File: config.mk
export PLATFORM = sky130hd
export DESIGN_NAME = spi_receiver
export DESIGN_NICKNAME = d
export VERILOG_FILES = /design/src/rtl/spi_receiver.sv
export SDC_FILE = /design/constraint.sdc
export NUM_CORES = 1
export LEC_CHECK = 0
export CAP_MARGIN = 20
export CORE_MARGIN = 2
export CORE_UTILIZATION = 45
export DETAILED_ROUTE_END_ITERATION = 6
export PLACE_DENSITY_LB_ADDON = 0.2
export SYNTH_ARGS = -nofsm -noshare
export SYNTH_HDL_FRONTEND = slang
export SYNTH_SLANG_ARGS = --single-unit
File: constraint.sdc
create_clock -name clk_100 -period 3.1 [get_ports clk_100]
set_clock_uncertainty 0.05 [all_clocks]
set_input_delay 0.62 -clock clk_100 [delete_from_list [all_inputs] [get_ports clk_100]]
set_output_delay 0.62 -clock clk_100 [all_outputs]
set_load 0.05 [all_outputs]
File: src/rtl/spi_receiver.sv
// spi_receiver: SPI receive-side deserializer.
// Synchronizes SCK/CS/MISO into clk_100, samples MISO on the mode-selected
// SCK edge while CS is low, and hands completed words to the fabric through
// a single valid/ready holding register with overrun and framing reporting.
`timescale 1ns/1ps

module spi_receiver #(
  parameter int P_DATA_WIDTH = 8,
  parameter int P_CPOL       = 0,
  parameter int P_CPHA       = 0,
  parameter int P_MSB_FIRST  = 1
) (
  input  logic                    clk_100,
  input  logic                    a_rst_n,
  input  logic                    SCK,
  input  logic                    CS,
  input  logic                    MISO,
  output logic [P_DATA_WIDTH-1:0] data_out,
  output logic                    valid,
  input  logic                    ready,
  output logic                    overrun,
  input  logic                    ovr_clr,
  output logic                    frame_err,
  output logic                    busy
);

  localparam int CNT_W = (P_DATA_WIDTH > 1) ? $clog2(P_DATA_WIDTH) : 1;
  localparam logic [CNT_W-1:0] LAST_BIT = CNT_W'(P_DATA_WIDTH - 1);
  localparam logic SCK_IDLE = (P_CPOL != 0);
  // Modes 0 and 3 sample on the rising SCK edge, modes 1 and 2 on the falling.
  localparam bit SAMPLE_RISE = ((P_CPOL != 0) == (P_CPHA != 0));

  typedef enum logic {
    IDLE = 1'b0,
    RECV = 1'b1
  } state_t;

  // Synchronizer and edge-detect history
  logic sck_s1_reg, sck_s2_reg, sck_s3_reg;
  logic cs_s1_reg, cs_s2_reg, cs_s3_reg;
  logic miso_s1_reg, miso_s2_reg;

  // Post-reset CS arming
  logic [1:0] warm_cnt_reg;
  logic       armed_reg;

  // FSM and datapath
  state_t                  state_reg, state_next;
  logic [CNT_W-1:0]        bit_cnt_reg, bit_cnt_next;
  logic [P_DATA_WIDTH-1:0] shift_reg, shift_next;
  logic [P_DATA_WIDTH-1:0] shift_in;
  logic [P_DATA_WIDTH-1:0] data_reg, data_next;
  logic                    valid_reg, valid_next;
  logic                    overrun_reg, overrun_next;
  logic                    frame_err_next, frame_err_reg;
  logic                    busy_reg;
  logic                    word_done;

  logic sck_rise, sck_fall, sample_edge, cs_fall, cs_rise;

  // Two-flop synchronizers plus a third stage of SCK/CS history for edge detection
  always_ff @(posedge clk_100 or negedge a_rst_n) begin
    if (!a_rst_n) begin
      sck_s1_reg  <= SCK_IDLE;
      sck_s2_reg  <= SCK_IDLE;
      sck_s3_reg  <= SCK_IDLE;
      cs_s1_reg   <= 1'b1;
      cs_s2_reg   <= 1'b1;
      cs_s3_reg   <= 1'b1;
      miso_s1_reg <= 1'b0;
      miso_s2_reg <= 1'b0;
    end else begin
      sck_s1_reg  <= SCK;
      sck_s2_reg  <= sck_s1_reg;
      sck_s3_reg  <= sck_s2_reg;
      cs_s1_reg   <= CS;
      cs_s2_reg   <= cs_s1_reg;
      cs_s3_reg   <= cs_s2_reg;
      miso_s1_reg <= MISO;
      miso_s2_reg <= miso_s1_reg;
    end
  end

  // A CS falling edge only counts once the synchronizer holds a genuinely
  // sampled high CS; this keeps a CS held low across reset from looking like
  // a fresh frame start when the reset-preset flops flush out.
  always_ff @(posedge clk_100 or negedge a_rst_n) begin
    if (!a_rst_n) begin
      warm_cnt_reg <= 2'd0;
      armed_reg    <= 1'b0;
    end else begin
      if (warm_cnt_reg != 2'd2) begin
        warm_cnt_reg <= warm_cnt_reg + 2'd1;
      end
      if ((warm_cnt_reg == 2'd2) && cs_s2_reg) begin
        armed_reg <= 1'b1;
      end
    end
  end

  assign sck_rise    = sck_s2_reg & ~sck_s3_reg;
  assign sck_fall    = ~sck_s2_reg & sck_s3_reg;
  assign sample_edge = SAMPLE_RISE ? sck_rise : sck_fall;
  assign cs_fall     = armed_reg & ~cs_s2_reg & cs_s3_reg;
  assign cs_rise     = cs_s2_reg & ~cs_s3_reg;

  // Shift register value after taking in the current MISO bit
  generate
    if (P_MSB_FIRST != 0) begin : g_msb_first
      assign shift_in = {shift_reg[P_DATA_WIDTH-2:0], miso_s2_reg};
    end else begin : g_lsb_first
      assign shift_in = {miso_s2_reg, shift_reg[P_DATA_WIDTH-1:1]};
    end
  endgenerate

  // Next-state, bit counting, framing check and holding-register decisions
  always_comb begin
    state_next     = state_reg;
    bit_cnt_next   = bit_cnt_reg;
    shift_next     = shift_reg;
    word_done      = 1'b0;
    frame_err_next = 1'b0;
    data_next      = data_reg;
    valid_next     = valid_reg;
    overrun_next   = overrun_reg;

    case (state_reg)
      IDLE: begin
        if (cs_fall) begin
          state_next   = RECV;
          bit_cnt_next = '0;
          shift_next   = '0;
        end
      end
      RECV: begin
        if (cs_rise) begin
          // End of frame wins over a coincident sample edge; a partial word is dropped.
          state_next     = IDLE;
          frame_err_next = (bit_cnt_reg != '0);
          bit_cnt_next   = '0;
          shift_next     = '0;
        end else if (sample_edge) begin
          shift_next = shift_in;
          if (bit_cnt_reg == LAST_BIT) begin
            word_done    = 1'b1;
            bit_cnt_next = '0;
          end else begin
            bit_cnt_next = bit_cnt_reg + 1'b1;
          end
        end
      end
      default: begin
        state_next = IDLE;
      end
    endcase

    if (valid_reg && ready) begin
      valid_next = 1'b0;
    end
    if (ovr_clr) begin
      overrun_next = 1'b0;
    end
    if (word_done) begin
      if (!valid_reg || ready) begin
        data_next  = shift_in;
        valid_next = 1'b1;
      end else begin
        overrun_next = 1'b1;
      end
    end
  end

  // State, datapath and registered outputs
  always_ff @(posedge clk_100 or negedge a_rst_n) begin
    if (!a_rst_n) begin
      state_reg     <= IDLE;
      bit_cnt_reg   <= '0;
      shift_reg     <= '0;
      data_reg      <= '0;
      valid_reg     <= 1'b0;
      overrun_reg   <= 1'b0;
      frame_err_reg <= 1'b0;
      busy_reg      <= 1'b0;
    end else begin
      state_reg     <= state_next;
      bit_cnt_reg   <= bit_cnt_next;
      shift_reg     <= shift_next;
      data_reg      <= data_next;
      valid_reg     <= valid_next;
      overrun_reg   <= overrun_next;
      frame_err_reg <= frame_err_next;
      busy_reg      <= (state_next == RECV);
    end
  end

  assign data_out  = data_reg;
  assign valid     = valid_reg;
  assign overrun   = overrun_reg;
  assign frame_err = frame_err_reg;
  assign busy      = busy_reg;

endmodule

==> impl_metrics.py <==
metrics = {
    "status": {
        "status": "complete, no violations",
    },
    "final_layout": {
        "post-route-util": 0.5789,
        "drive_gt1_frac": 0.1641,
        "final_cell_mix": "dfrtp_1 (30), clkdlybuf4s50_1 (18), nand2_1 (12)",
        "nFillCells": 236,
        "syn_to_final_growth_pct": 19.30,
        "regArea_sq_um": 829.5,
        "multi_input_area_sq_um": 483.0,
        "fin_nets": 138,
        "final_common_cell": "dfrtp_1",
        "diodes": 0,
        "largest_reg_flops": 8,
    },
    "logic_synthesis": {
        "syn_nets": 116,
        "netlist_area_sq_um": 1361,
        "synth.yosys.seq_area_share": 0.6094,
        "synth_cell_types": 26,
        "synth_warnings": 0,
        "synth_area_per_cell_sq_um": 12.96,
        "ys_ff_latch": 33,
        "synthCells": 105,
    },
    "global_route": {
        "grt_usage": 0.1585,
        "grt_pass1_wl_microns": 3939,
        "grt_max_degree": 34,
        "grt_pass1_vias": 858,
        "antenna_found_initial": 0,
        "grt_overflow_total": 0,
    },
    "run": {
        "cap_violations": 0,
    },
    "routing": {
        "antenna_left": 0,
        "via_per_inst": 5.428,
        "wl_microns": 2238,
        "drt_iter0_drc": 18,
        "drt_pass1_iterations": 4,
        "vias": 863,
        "drc": 0,
        "drt-wirelength-per-cell_microns": 14.08,
    },
    "cts": {
        "max-clock-path-buffers": 2,
        "clkTransAtPathRegs_ns": 0.11,
        "h-tree-depth": 2,
        "cts_sinks": 33,
        "root_buffer": "clkbuf_4",
        "clock_latency_ns": 0.34,
        "postCtsResizedCells": 0,
        "post-cts-setup-buffers": 0,
        "hold_buffers": 0,
        "cts_buffers": 5,
        "cts_tree": "done",
    },
    "setup_path": {
        "setup.worst_path.start": "busy",
        "crit_chain": "clkdlybuf4s50_1",
        "cp_data_arrival_time_ns": 1.91,
        "critPathLaunchType": "flip-flop",
        "rr_worst_depth": 3,
        "cp.required_ns": 2.43,
        "r2r_start": "cs_s3_reg",
        "r2r_end": "data_out[1]",
        "ff2ff_setup_slack_ns": 1.23,
        "end_kind": "output port",
        "crit_family": "buffers and inverters",
        "path_buf_inv": 1,
        "slowest_stage": "clkdlybuf4s50_1",
        "path_max_fanout": 18,
        "path_class": "flip-flop to output port",
        "max_stage_delay_ns": 0.90,
    },
    "power_and_ir_drop": {
        "p_per_area_nw_per_um2": 486.4,
        "p_leak_nw": 0.7640,
        "ir_drop_uv": 287.2,
    },
    "timing": {
        "hold_violations": 0,
        "setup_viol": 0,
        "setup_tns_ns": 0,
        "rsz0062_at_grt": "no",
        "drv_slew": 0,
        "fmax_mhz": 388.2,
        "worstMarginPinSlew_ns": 0.5077,
        "period_needed_ns": 2.576,
        "relSlewSlack": 0.6605,
        "min_period_over_period": 0.8310,
    },
    "min_path": {
        "hp-start": "miso_s1_reg",
        "hold-path-cell-count": 0,
        "hold_path_class": "flip-flop to flip-flop",
        "min_to": "miso_s2_reg",
    },
    "floorplan": {
        "die_w_microns": 59,
        "core_area_sq_um": 2805,
        "start_util": 0.4853,
        "die_y_microns": 59,
        "io_pins": 19,
        "design.die.area_sq_um": 3481,
        "rows": 19,
    },
    "placed_design": {
        "numPortBuffers": 18,
        "place_congestion": 0.7165,
        "hpwl_microns": 1426,
    },
}
[cell families (layout without fill, tap and decap cells)]
| logic type | after synthesis | after routing | synth area share |
|---|---|---|---|
| AOI/OAI and AO/OA | 8 | 8 | 0.03493 |
| and+or+nand+nor | 32 | 32 | 0.1222 |
| buffers and inverters | 10 | 33 | 0.03584 |
| DFF | 33 | 33 | 0.6094 |
| adders and majority gates | 4 | 4 | 0.03677 |
| muxes | 17 | 17 | 0.1544 |
| xor gates and xnor gates | 1 | 1 | 0.006435 |
[cells in the mapped netlist (all sizes together)]
library cell / instances / area (sq um)
a21o: 1 / 7.510
nor2b: 2 / 12.51
inv: 5 / 18.77
o21ai: 4 / 20.02
mux2: 8 / 120.1
and2: 1 / 6.260
xnor2: 1 / 8.760
mux2i: 9 / 90.09
dfrtp: 30 / 750.7
o22ai: 1 / 6.260
nand4bb: 1 / 11.26
nand2: 12 / 45.04
and4: 2 / 20.02
nor2: 2 / 7.510
a31o: 1 / 8.760
ha: 4 / 50.05
nand3: 9 / 45.04
dfstp: 3 / 78.83
nand2b: 2 / 12.51
nand4: 1 / 6.260
a21oi: 1 / 5.000
clkbuf: 2 / 8.750
buf: 3 / 21.27
[worst register-to-register path, stage by stage (launching register included)]
cell and delay (ns):
dfstp_2 0.56, nand2b_1 0.39, and4_4 0.44, mux2_4 0.33
[where the power goes]
part | total [W] | internal [W] | switching, W
clock network | 0.000251 | 0.000112 | 0.000139
registers | 0.000466 | 0.000448 | 0.0000176
logic | 0.0000730 | 0.0000323 | 0.0000408
[per-stage QoR]
stage / area, sq um / power (W) / instances / hold slack, ns / setup WS (ns)
2_1_floorplan: 1361 / 0.0005162 / 105 / 0.2744 / 1.387
3_3_place_gp: 1565 / 0.0005452 / 151 / 0.2845 / 0.9284
3_5_place_dp: 1565 / 0.0005488 / 151 / 0.2864 / 0.9216
4_1_cts: 1624 / 0.0008029 / 159 / 0.3070 / 0.5218
5_1_grt: 1624 / 0.0008355 / 159 / 0.3162 / 0.4780
6_report: 1624 / 0.0007899 / 159 / 0.3084 / 0.5239
[area by class of cell]
cell class                      count  share of cell area
Sequential cell                    33              0.5108
Timing Repair Buffer               20              0.1202
Multi-Input combinational cell     62              0.2974
Tap cell                           31             0.02388
Inverter                            5             0.01156
Clock buffer                        8             0.03621
[worst max-delay path by stage]
| stage | to | slack [ns] | depth (start not counted) |
|---|---|---|---|
| 2_1_floorplan | data_out[0] | 1.39 | 4 |
| 3_3_place_gp | busy | 0.93 | 1 |
| 3_5_place_dp | busy | 0.92 | 1 |
| 4_1_cts | busy | 0.52 | 1 |
| 5_1_grt | busy | 0.48 | 1 |
| 6_report | busy | 0.52 | 1 |
[routing by layer]
metal / global-route usage / wire length, microns / up-vias
met2: 0.2397 / 986 / 19
met4: 0.07792 / 51 / 0
met1: 0.1977 / 1060 / 434
li1: - / - / 404
met3: 0.06332 / 140 / 6
met5: 0 / 0 / -
Note: power is estimated with default switching activity, not from simulation.
